$ cat config.mk
export PLATFORM = sky130hd
export DESIGN_NAME = pipe_mem_wb_reg
export DESIGN_NICKNAME = d
export VERILOG_FILES = /design/src/rtl/pipe_pkg.sv /design/src/rtl/pipe_lane_reg.sv /design/src/rtl/pipe_mem_wb_reg.sv
export SDC_FILE = /design/constraint.sdc
export NUM_CORES = 1
export LEC_CHECK = 0
export ABC_AREA = 0
export BUFFER_PORTS_ARGS = -buffer_cell sky130_fd_sc_hd__buf_2
export CORE_AREA = 2 2 154 156
export CTS_CLUSTER_DIAMETER = 30
export DETAILED_ROUTE_END_ITERATION = 8
export DIE_AREA = 0 0 156 158
export GPL_TIMING_DRIVEN = 0
export RECOVER_POWER = 25
export SKIP_CTS_REPAIR_TIMING = 1
export SYNTH_ARGS = -nofsm -noshare
export SYNTH_HDL_FRONTEND = slang
export SYNTH_SLANG_ARGS = --single-unit
$ cat constraint.sdc
create_clock -name clk -period 9.1 [get_ports clk]
set_input_delay 0.455 -clock clk [delete_from_list [all_inputs] [get_ports clk]]
set_output_delay 0.455 -clock clk [all_outputs]
set_load 0.1 [all_outputs]
$ cat src/rtl/pipe_pkg.sv
// pipe_pkg: shared defaults and helpers for the MEM->WB pipeline register.
//   DEF_LANES / DEF_DATA_W / DEF_REG_AW : default lane count and field widths
//   ZERO_REG                            : hard-wired zero register index
//   lane_lsb()                          : LSB of lane k in a lane-packed bus
package pipe_pkg;

    localparam int unsigned DEF_LANES  = 2;
    localparam int unsigned DEF_DATA_W = 32;
    localparam int unsigned DEF_REG_AW = 5;
    localparam int unsigned ZERO_REG   = 0;

    function automatic int unsigned lane_lsb(input int unsigned lane, input int unsigned width);
        return lane * width;
    endfunction

endpackage

$ cat src/rtl/pipe_lane_reg.sv
// pipe_lane_reg: one lane of the MEM->WB register.
// Priority at each edge: flush > stall > load.
//   clk, rst         : clock, asynchronous active-high reset
//   flush            : clear valid/memtoreg/regwrite, data fields hold
//   stall            : hold every field
//   valid_m, memtoreg_m, readdata_m, aluout_m, writereg_m : MEM-stage fields
//   wen_m            : already-qualified register write enable
//   *_w              : registered WB-stage fields
module pipe_lane_reg
    import pipe_pkg::*;
#(
    parameter int unsigned DATA_W = DEF_DATA_W,
    parameter int unsigned REG_AW = DEF_REG_AW
) (
    input  logic              clk,
    input  logic              rst,
    input  logic              flush,
    input  logic              stall,
    input  logic              valid_m,
    input  logic              memtoreg_m,
    input  logic              wen_m,
    input  logic [DATA_W-1:0] readdata_m,
    input  logic [DATA_W-1:0] aluout_m,
    input  logic [REG_AW-1:0] writereg_m,
    output logic              valid_w,
    output logic              memtoreg_w,
    output logic              regwrite_w,
    output logic [DATA_W-1:0] readdata_w,
    output logic [DATA_W-1:0] aluout_w,
    output logic [REG_AW-1:0] writereg_w
);

    logic              valid_q, memtoreg_q, regwrite_q;
    logic [DATA_W-1:0] readdata_q, aluout_q;
    logic [REG_AW-1:0] writereg_q;

    // Control bits: flush turns the lane into a bubble.
    always_ff @(posedge clk or posedge rst) begin
        if (rst) begin
            valid_q    <= 1'b0;
            memtoreg_q <= 1'b0;
            regwrite_q <= 1'b0;
        end else if (flush) begin
            valid_q    <= 1'b0;
            memtoreg_q <= 1'b0;
            regwrite_q <= 1'b0;
        end else if (!stall) begin
            valid_q    <= valid_m;
            memtoreg_q <= memtoreg_m;
            regwrite_q <= wen_m;
        end
    end

    // Data fields only move on a real load; a flushed bubble keeps stale data.
    always_ff @(posedge clk or posedge rst) begin
        if (rst) begin
            readdata_q <= '0;
            aluout_q   <= '0;
            writereg_q <= '0;
        end else if (!flush && !stall) begin
            readdata_q <= readdata_m;
            aluout_q   <= aluout_m;
            writereg_q <= writereg_m;
        end
    end

    assign valid_w    = valid_q;
    assign memtoreg_w = memtoreg_q;
    assign regwrite_w = regwrite_q;
    assign readdata_w = readdata_q;
    assign aluout_w   = aluout_q;
    assign writereg_w = writereg_q;

endmodule

$ cat src/rtl/pipe_mem_wb_reg.sv
// pipe_mem_wb_reg: parametrised MEM->WB pipeline register for the N-issue core.
//   clk, rst                 : clock, asynchronous active-high reset
//   stall_i, flush_i         : per-lane stall / flush requests
//   valid_m .. writereg_m    : MEM-stage lane fields (lane k at [k*W +: W])
//   valid_w .. writereg_w    : registered WB-stage lane fields
//   result_w                 : per-lane writeback mux (readdata or aluout)
//   retired_cnt              : saturating count of retired instructions
// Lane LANES-1 is the youngest; on a same-cycle destination clash the
// youngest loading writer wins and older lanes lose their write enable.
module pipe_mem_wb_reg
    import pipe_pkg::*;
#(
    parameter int unsigned LANES         = DEF_LANES,
    parameter int unsigned DATA_W        = DEF_DATA_W,
    parameter int unsigned REG_AW        = DEF_REG_AW,
    parameter int unsigned SHARED_STALL  = 1,
    parameter int unsigned ZERO_SUPPRESS = 1,
    parameter int unsigned CNT_W         = 32
) (
    input  logic                     clk,
    input  logic                     rst,
    input  logic [LANES-1:0]         stall_i,
    input  logic [LANES-1:0]         flush_i,
    input  logic [LANES-1:0]         valid_m,
    input  logic [LANES-1:0]         memtoreg_m,
    input  logic [LANES-1:0]         regwrite_m,
    input  logic [LANES*DATA_W-1:0]  readdata_m,
    input  logic [LANES*DATA_W-1:0]  aluout_m,
    input  logic [LANES*REG_AW-1:0]  writereg_m,
    output logic [LANES-1:0]         valid_w,
    output logic [LANES-1:0]         memtoreg_w,
    output logic [LANES-1:0]         regwrite_w,
    output logic [LANES*DATA_W-1:0]  readdata_w,
    output logic [LANES*DATA_W-1:0]  aluout_w,
    output logic [LANES*REG_AW-1:0]  writereg_w,
    output logic [LANES*DATA_W-1:0]  result_w,
    output logic [CNT_W-1:0]         retired_cnt
);

    localparam logic ZS_EN = (ZERO_SUPPRESS != 0);

    logic [LANES-1:0] st;
    logic [LANES-1:0] load;
    logic [LANES-1:0] waw_kill;
    logic [LANES-1:0] wen;
    logic [LANES-1:0] retire;

    always_comb begin
        st = (SHARED_STALL != 0) ? {LANES{|stall_i}} : stall_i;
    end

    assign load   = ~flush_i & ~st;
    assign retire = load & valid_m;

    // Only a younger lane that actually loads a live write can kill an older one.
    always_comb begin
        waw_kill = '0;
        for (int k = 0; k < LANES; k++) begin
            for (int j = k + 1; j < LANES; j++) begin
                if (load[j] && valid_m[j] && regwrite_m[j] &&
                    (writereg_m[lane_lsb(j, REG_AW) +: REG_AW] ==
                     writereg_m[lane_lsb(k, REG_AW) +: REG_AW])) begin
                    waw_kill[k] = 1'b1;
                end
            end
        end
    end

    for (genvar k = 0; k < LANES; k++) begin : g_lane
        localparam int unsigned DL = lane_lsb(k, DATA_W);
        localparam int unsigned RL = lane_lsb(k, REG_AW);

        logic is_zero;
        assign is_zero = (writereg_m[RL +: REG_AW] == REG_AW'(ZERO_REG));
        assign wen[k]  = regwrite_m[k] & valid_m[k] & ~waw_kill[k] & ~(ZS_EN & is_zero);

        pipe_lane_reg #(
            .DATA_W (DATA_W),
            .REG_AW (REG_AW)
        ) u_lane (
            .clk        (clk),
            .rst        (rst),
            .flush      (flush_i[k]),
            .stall      (st[k]),
            .valid_m    (valid_m[k]),
            .memtoreg_m (memtoreg_m[k]),
            .wen_m      (wen[k]),
            .readdata_m (readdata_m[DL +: DATA_W]),
            .aluout_m   (aluout_m[DL +: DATA_W]),
            .writereg_m (writereg_m[RL +: REG_AW]),
            .valid_w    (valid_w[k]),
            .memtoreg_w (memtoreg_w[k]),
            .regwrite_w (regwrite_w[k]),
            .readdata_w (readdata_w[DL +: DATA_W]),
            .aluout_w   (aluout_w[DL +: DATA_W]),
            .writereg_w (writereg_w[RL +: REG_AW])
        );

        assign result_w[DL +: DATA_W] = memtoreg_w[k] ? readdata_w[DL +: DATA_W]
                                                      : aluout_w[DL +: DATA_W];
    end

    // Retired counter: one extra sum bit catches the wrap, which clamps to all-ones.
    logic [CNT_W:0]   inc_ext;
    logic [CNT_W:0]   sum;
    logic [CNT_W-1:0] cnt_q, cnt_d;

    always_comb begin
        inc_ext = '0;
        for (int k = 0; k < LANES; k++) begin
            inc_ext = inc_ext + {{CNT_W{1'b0}}, retire[k]};
        end
        sum   = {1'b0, cnt_q} + inc_ext;
        cnt_d = sum[CNT_W] ? {CNT_W{1'b1}} : sum[CNT_W-1:0];
    end

    always_ff @(posedge clk or posedge rst) begin
        if (rst) begin
            cnt_q <= '0;
        end else begin
            cnt_q <= cnt_d;
        end
    end

    assign retired_cnt = cnt_q;

endmodule
After elaboration in Yosys (flattened, before gate mapping). Index checks and enable logic that the tools add are counted.

Word-level logic and storage cells: 57. Register bits after elaboration: 176. Output and inout bits: 240.

Mux-type cells: 16. Bitwise gates (word level): 12. Reductions and logical operators: 11. $add $sub $neg: 2. Equal/unequal tests: 3.

Operators by type and width (number): 32-bit 2-to-1 mux (3); 32-bit by 2-bit adder with 33-bit output (1); 1-bit 2-to-1 mux (13); 5-bit zero test (2); 1-bit bitwise AND (5); 5-bit == test (1); 1-bit logical AND (5); 2-bit bitwise AND (2); 2-bit inequality test (second input constant) (2); 2-bit inverter (2); 1-bit zero test (3); 1-bit inverter (3); 1-bit by 1-bit adder with 2-bit output (1); 2-bit OR reduction (1).

Depth between registers and ports, before layout.
Word-level depth: 12. Depth in mapped cells: 15. Gate-level depth less buffers: 12.

Modules after synthesis. From an unflattened synthesis, not the netlist that was laid out.

Cell total of the unflattened synthesis: 593. Area, all modules: 8171.6 um^2.

Modules (own cells, without submodules): pipe_lane_reg (cells each 157, instances 2, area an instance 2747.6 um^2, seq. area each 1801.7 um^2); pipe_mem_wb_reg (cells each 279, instances 1, area an instance 2676.3 um^2, seq. area each 800.8 um^2).

Worst setup path after synthesis. No wires, ideal clock.

Kind: input to register. Start: input stall_i[1]. End: register cnt_q[30], in the netlist retired_cnt[30]. Buffers on the path: 2. Cell stages on the path: 14. Arrival time: 3.320 ns. Library setup time: 0.126 ns. Path slack: 5.654 ns. Cell sequence: or2_1 > clkbuf_1 > nor2_1 > buf_2 > and2_1 > ha_1 > ha_1 > inv_1 > fa_1 > nor2b_1 > nand3_1 > nor3_4 > nand4_1 > mux2_4.

Longest elaborated chain between the ends: 7.

RTL lines: start, declared (RTL line pipe_mem_wb_reg.sv:22) `input logic [LANES-1:0] stall_i,`; 2-bit OR reduction (RTL line pipe_mem_wb_reg.sv:49) `st = (SHARED_STALL != 0) ? {LANES{|stall_i}} : stall_i;`; 2-bit inverter (RTL line pipe_mem_wb_reg.sv:52) `assign load = ~flush_i & ~st;`; 2-bit bitwise AND (RTL line pipe_mem_wb_reg.sv:52); 2-bit bitwise AND (RTL line pipe_mem_wb_reg.sv:53) `assign retire = load & valid_m;`; 1-bit by 1-bit adder with 2-bit output (RTL line pipe_mem_wb_reg.sv:111) `inc_ext = inc_ext + {{CNT_W{1'b0}}, retire[k]};`; 32-bit by 2-bit adder with 33-bit output (RTL line pipe_mem_wb_reg.sv:113) `sum = {1'b0, cnt_q} + inc_ext;`; 32-bit 2-to-1 mux (RTL line pipe_mem_wb_reg.sv:114) `cnt_d = sum[CNT_W] ? {CNT_W{1'b1}} : sum[CNT_W-1:0];`; named net cnt_d[30] (RTL line pipe_mem_wb_reg.sv:106) `logic [CNT_W-1:0] cnt_q, cnt_d;`; end signal, assigned (RTL line pipe_mem_wb_reg.sv:121) `cnt_q <= cnt_d;`; end, declared (RTL line pipe_mem_wb_reg.sv:106).

The timed path passes the listed nets, and every way through them passes these cells. A chain may end at the register's enable or synchronous reset.

Final worst setup path. Ends and elaborated chain as after synthesis.

==> out/qor.log <==
[synthesis] share of flip-flops with an asynchronous set or reset after synthesis 100%
[placement] post-placement cell count 1,255
[sta] maximum operating frequency 0.265 GHz
[route] drc violations 0
[cells_and_area] share of the core filled with cells 46.9%
[cells_and_area] count of nets after finishing 1,138
[critical_path] critical path cell sequence clkbuf_1 -> or2_1 -> clkbuf_1 -> nor2_1 -> buf_2 -> and2_1 -> ha_1 -> ha_1 -> inv_1 -> fa_1 -> nor2b_1 -> nand3_1 -> nor3_4 -> nand4_1 -> mux2_4
[critical_path] Worst EP required 9400 ps
[sta] Final Hold Vio Count 0
[sta] Final Max Slew Viols 85
[critical_path] Worst path max stage delay 440 ps
[synthesis] number of synthesized flops with an enable pin 0
[sta] Least-Margin Pin Slew 3850 ps
[sta] Period Utilization, post-route 41.4%
[synthesis] top_reg_cell synth dfrtp_1
[synthesis] library cells used by synthesis 44
[placement] placed cell area 10,200 um^2
[route] Via density 4.70
[grt] overall global routing resource usage 18.0%
[synthesis] Post-Synthesis Cells 575
[route] Post-DRT Antenna Nets 0
[grt] maximum number of pins on one net before global-route repair 93
[critical_path] Crit-path slowest cell nor2_1
[synthesis] biggest area consumer among synthesized cells dfrtp_1
[grt] Remaining Overflow, GRT 0
[synthesis] warnings from Yosys 0
[floorplanning] total I/O pin count 390
[min_path] worst hold start flush_i[0]
[floorplanning] core area 23,100 um^2
[critical_path] Critical Path Start stall_i[1]
[sta] Setup violations, final 0
[cells_and_area] share of layout cells above drive strength 1 64.6%
[sta] final critical path time including I/O delays and setup 3770 ps
[sta] Slew headroom -158%
[clock_network] CTS sink cnt 176
[floorplanning] Die H 158 um
[synthesis] count of state elements after synthesis 176
[route] TritonRoute pass-1 iters 4
[critical_path] Worst path top cell family by delay simple AND/OR/NAND/NOR gates
[flow_run] count of maximum capacitance violations 1
[synthesis] average instance area after synthesis 13.7 um^2
[critical_path] Max FO, Critical Path 10
[clock_network] buffer cell driving the clock tree root clkbuf_16
[clock_network] Clock Pin Slew Worst Setup and Hold Paths 70 ps
[synthesis] nets in the synthesized netlist 729
[route] total length of routed wires 22.9 mm
[power_and_ir_drop] Static Leak 5.38 nW
[critical_path] Critical R2R Launch retired_cnt[0]$_DFF_PP0_
[clock_network] total CTS buffers 17
[synthesis] ranking of synthesized cells by area dfrtp_1 56%, mux2_2 27%, mux2_1 2.0%
[run_status] run status finished, violations left
[cells_and_area] design area 10,800 um^2
[clock_network] maximum root-to-sink buffer count 2
[clock_network] later-pin clock latency in the skew report 420 ps
[synthesis] area fraction of the dominant cell type after synthesis 55.8%
[grt] vias in the first global route 5,876
[clock_network] clock tree from TritonCTS done
[power_and_ir_drop] worst ir drop on vdd 0.000200 V
[synthesis] sequential cell area fraction in the yosys report 55.8%
[floorplanning] die outline area 24,600 um^2
[route] number of DRC violations after detailed-routing iteration 0 238
[grt] number of antenna violations at the first check in global routing 0
[min_path] worst hold path type input pin to flop
[sta] unrepaired setup endpoints after global routing false
[power_and_ir_drop] power density over the cells 338 nW/um^2
[floorplanning] initial core utilization 34.3%
[placement] routability congestion estimate from global placement 0.780
[floorplanning] number of placement rows 56
[cells_and_area] diode count 0
[cells_and_area] Register Area 4400 um^2
[critical_path] buffer and inverter count on the worst path 4
[critical_path] critical path data arrival time 4070 ps
[route] total number of vias 6,050
[placement] half-perimeter wire length after placement 17.6 mm
[route] WL per Instance 17.8 um
[critical_path] endpoint type of the worst setup path flop
[cells_and_area] non-filler instance count after layout 1,286
[sta] worst clock skew 13.3 ps
[synthesis] Commonest cells post-synth 190 x mux2_2, 176 x dfrtp_1, 40 x nand2_1
[placement] number of port buffers 389
[critical_path] Setup CP Type input pin to flop
[critical_path] type of element launching the critical path input pin
[run_status] violated checks max-capacitance violations, max-slew violations
[cells_and_area] count of fill cells added during filler insertion 2,198
[clock_network] H-tree depth 4
[cells_and_area] total area of multi-input combinational cells 3300 um^2
[sta] setup total negative slack 0 ps
[synthesis] synthesized area 7900 um^2
[synthesis] most frequent cell after synthesis mux2_2
[cells_and_area] Area growth syn-to-layout 37.0%
[floorplanning] die width 156 um
[grt] first-pass GRT wire length 33.9 mm
-- cells in the final DEF (no fill, tap or decap), types with 3 or more instances in the layout --
cell | synthesis | final
inv_1 | 6 | 5
clkinv_4 | 0 | 3
xnor2_1 | 12 | 12
clkbuf_16 | 0 | 17
buf_4 | 6 | 6
buf_2 | 16 | 404
and3_1 | 4 | 4
nor4_1 | 6 | 6
a21oi_1 | 12 | 12
nand3_1 | 7 | 7
nor2_1 | 9 | 9
or2_1 | 3 | 3
nand2_1 | 40 | 40
xor2_1 | 10 | 10
and2_1 | 5 | 5
mux2i_1 | 3 | 3
inv_6 | 0 | 3
mux2_2 | 190 | 190
nand4_1 | 8 | 8
clkbuf_1 | 10 | 13
dfrtp_1 | 176 | 176
mux2_1 | 14 | 14
nor3_1 | 5 | 5
ha_1 | 3 | 3
-- final cells by class --
| class | count | share of cell area [%] |
|---|---|---|
| plain buffers | 33 | 1.61 |
| clock buffers | 19 | 4.00 |
| clock inverters | 12 | 1.39 |
| inverters | 6 | 0.220 |
| multi-input cells | 360 | 30.5 |
| flip-flops and latches | 176 | 40.7 |
| well taps | 290 | 3.35 |
| repair buffers | 390 | 18.2 |
-- sequential cells by signal (all words and copies together), names as in the netlist --
| register | cells |
|---|---|
| retired_cnt | 32 |
| g_lane.u_lane.readdata_w | 64 |
| g_lane.u_lane.regwrite_w | 2 |
| g_lane.u_lane.writereg_w | 10 |
| g_lane.u_lane.memtoreg_w | 2 |
| g_lane.u_lane.aluout_w | 64 |
| g_lane.u_lane.valid_w | 2 |
-- report_power, final --
part	total (W)	internal [W]	leakage, nW	switching, W
combinational	0.00191	0.000298	2.95	0.00161
clock	0.000734	0.000411	0.278	0.000323
sequential	0.00101	0.000912	2.15	0.000102
total	0.00366	0.00162	5.38	0.00204
-- per-layer routing --
metal	vias to the layer above	routed length, um	part of all wire (%)	track usage, %
li1	2863	-	-	-
met1	2975	9820	43	23.0
met2	201	11400	50	30.5
met3	11	1400	6.1	4.46
met4	0	231	1.0	4.63
met5	-	0	0	0
-- kinds of logic (layout without fill, tap and decap cells) --
| family | count (synthesis) | in the layout | synth area share [%] |
|---|---|---|---|
| compound gates | 22 | 22 | 1.68 |
| xor+xnor | 22 | 22 | 2.44 |
| fa+ha+maj | 4 | 4 | 0.729 |
| buf+inv | 39 | 460 | 2.49 |
| flops | 176 | 176 | 55.8 |
| mux | 208 | 208 | 29.7 |
| simple gates | 104 | 104 | 7.23 |
-- worst reg2reg max path, delay by kind of cell, from the launching register on --
family | cells | cell delay (ps)
adder cells (fa/ha/maj) | 2 | 540
buffers and inverters | 1 | 50
flip-flops | 1 | 350
multiplexers | 1 | 310
AND/OR/NAND/NOR | 4 | 980
-- path summary, 6_finish.rpt --
path,end,slack [ps],depth (start not counted)
min in group asynchronous,g_lane[0].u_lane.readdata_w[22]$_DFFE_PP0N_,1160,2
max in group asynchronous,g_lane[1].u_lane.writereg_w[1]$_DFFE_PP0N_,6180,2
worst min register to register,g_lane[1].u_lane.writereg_w[0]$_DFFE_PP0N_,500,1
worst max-delay path,retired_cnt[30]$_DFF_PP0_,5330,15
worst max register to register,retired_cnt[30]$_DFF_PP0_,6770,8
worst min-delay path,g_lane[0].u_lane.memtoreg_w$_DFFE_PP0P_,240,2
-- metrics by stage --
step	total power, W	worst slack [ps]	hold slack, ps
floorplan	0.00264	3870	491
global placement	0.00293	1580	487
detailed placement	0.00295	4840	491
CTS	0.00370	5290	127
global route	0.00379	4950	224
finish	0.00366	5330	241
Note: power is estimated with default switching activity, not from simulation.
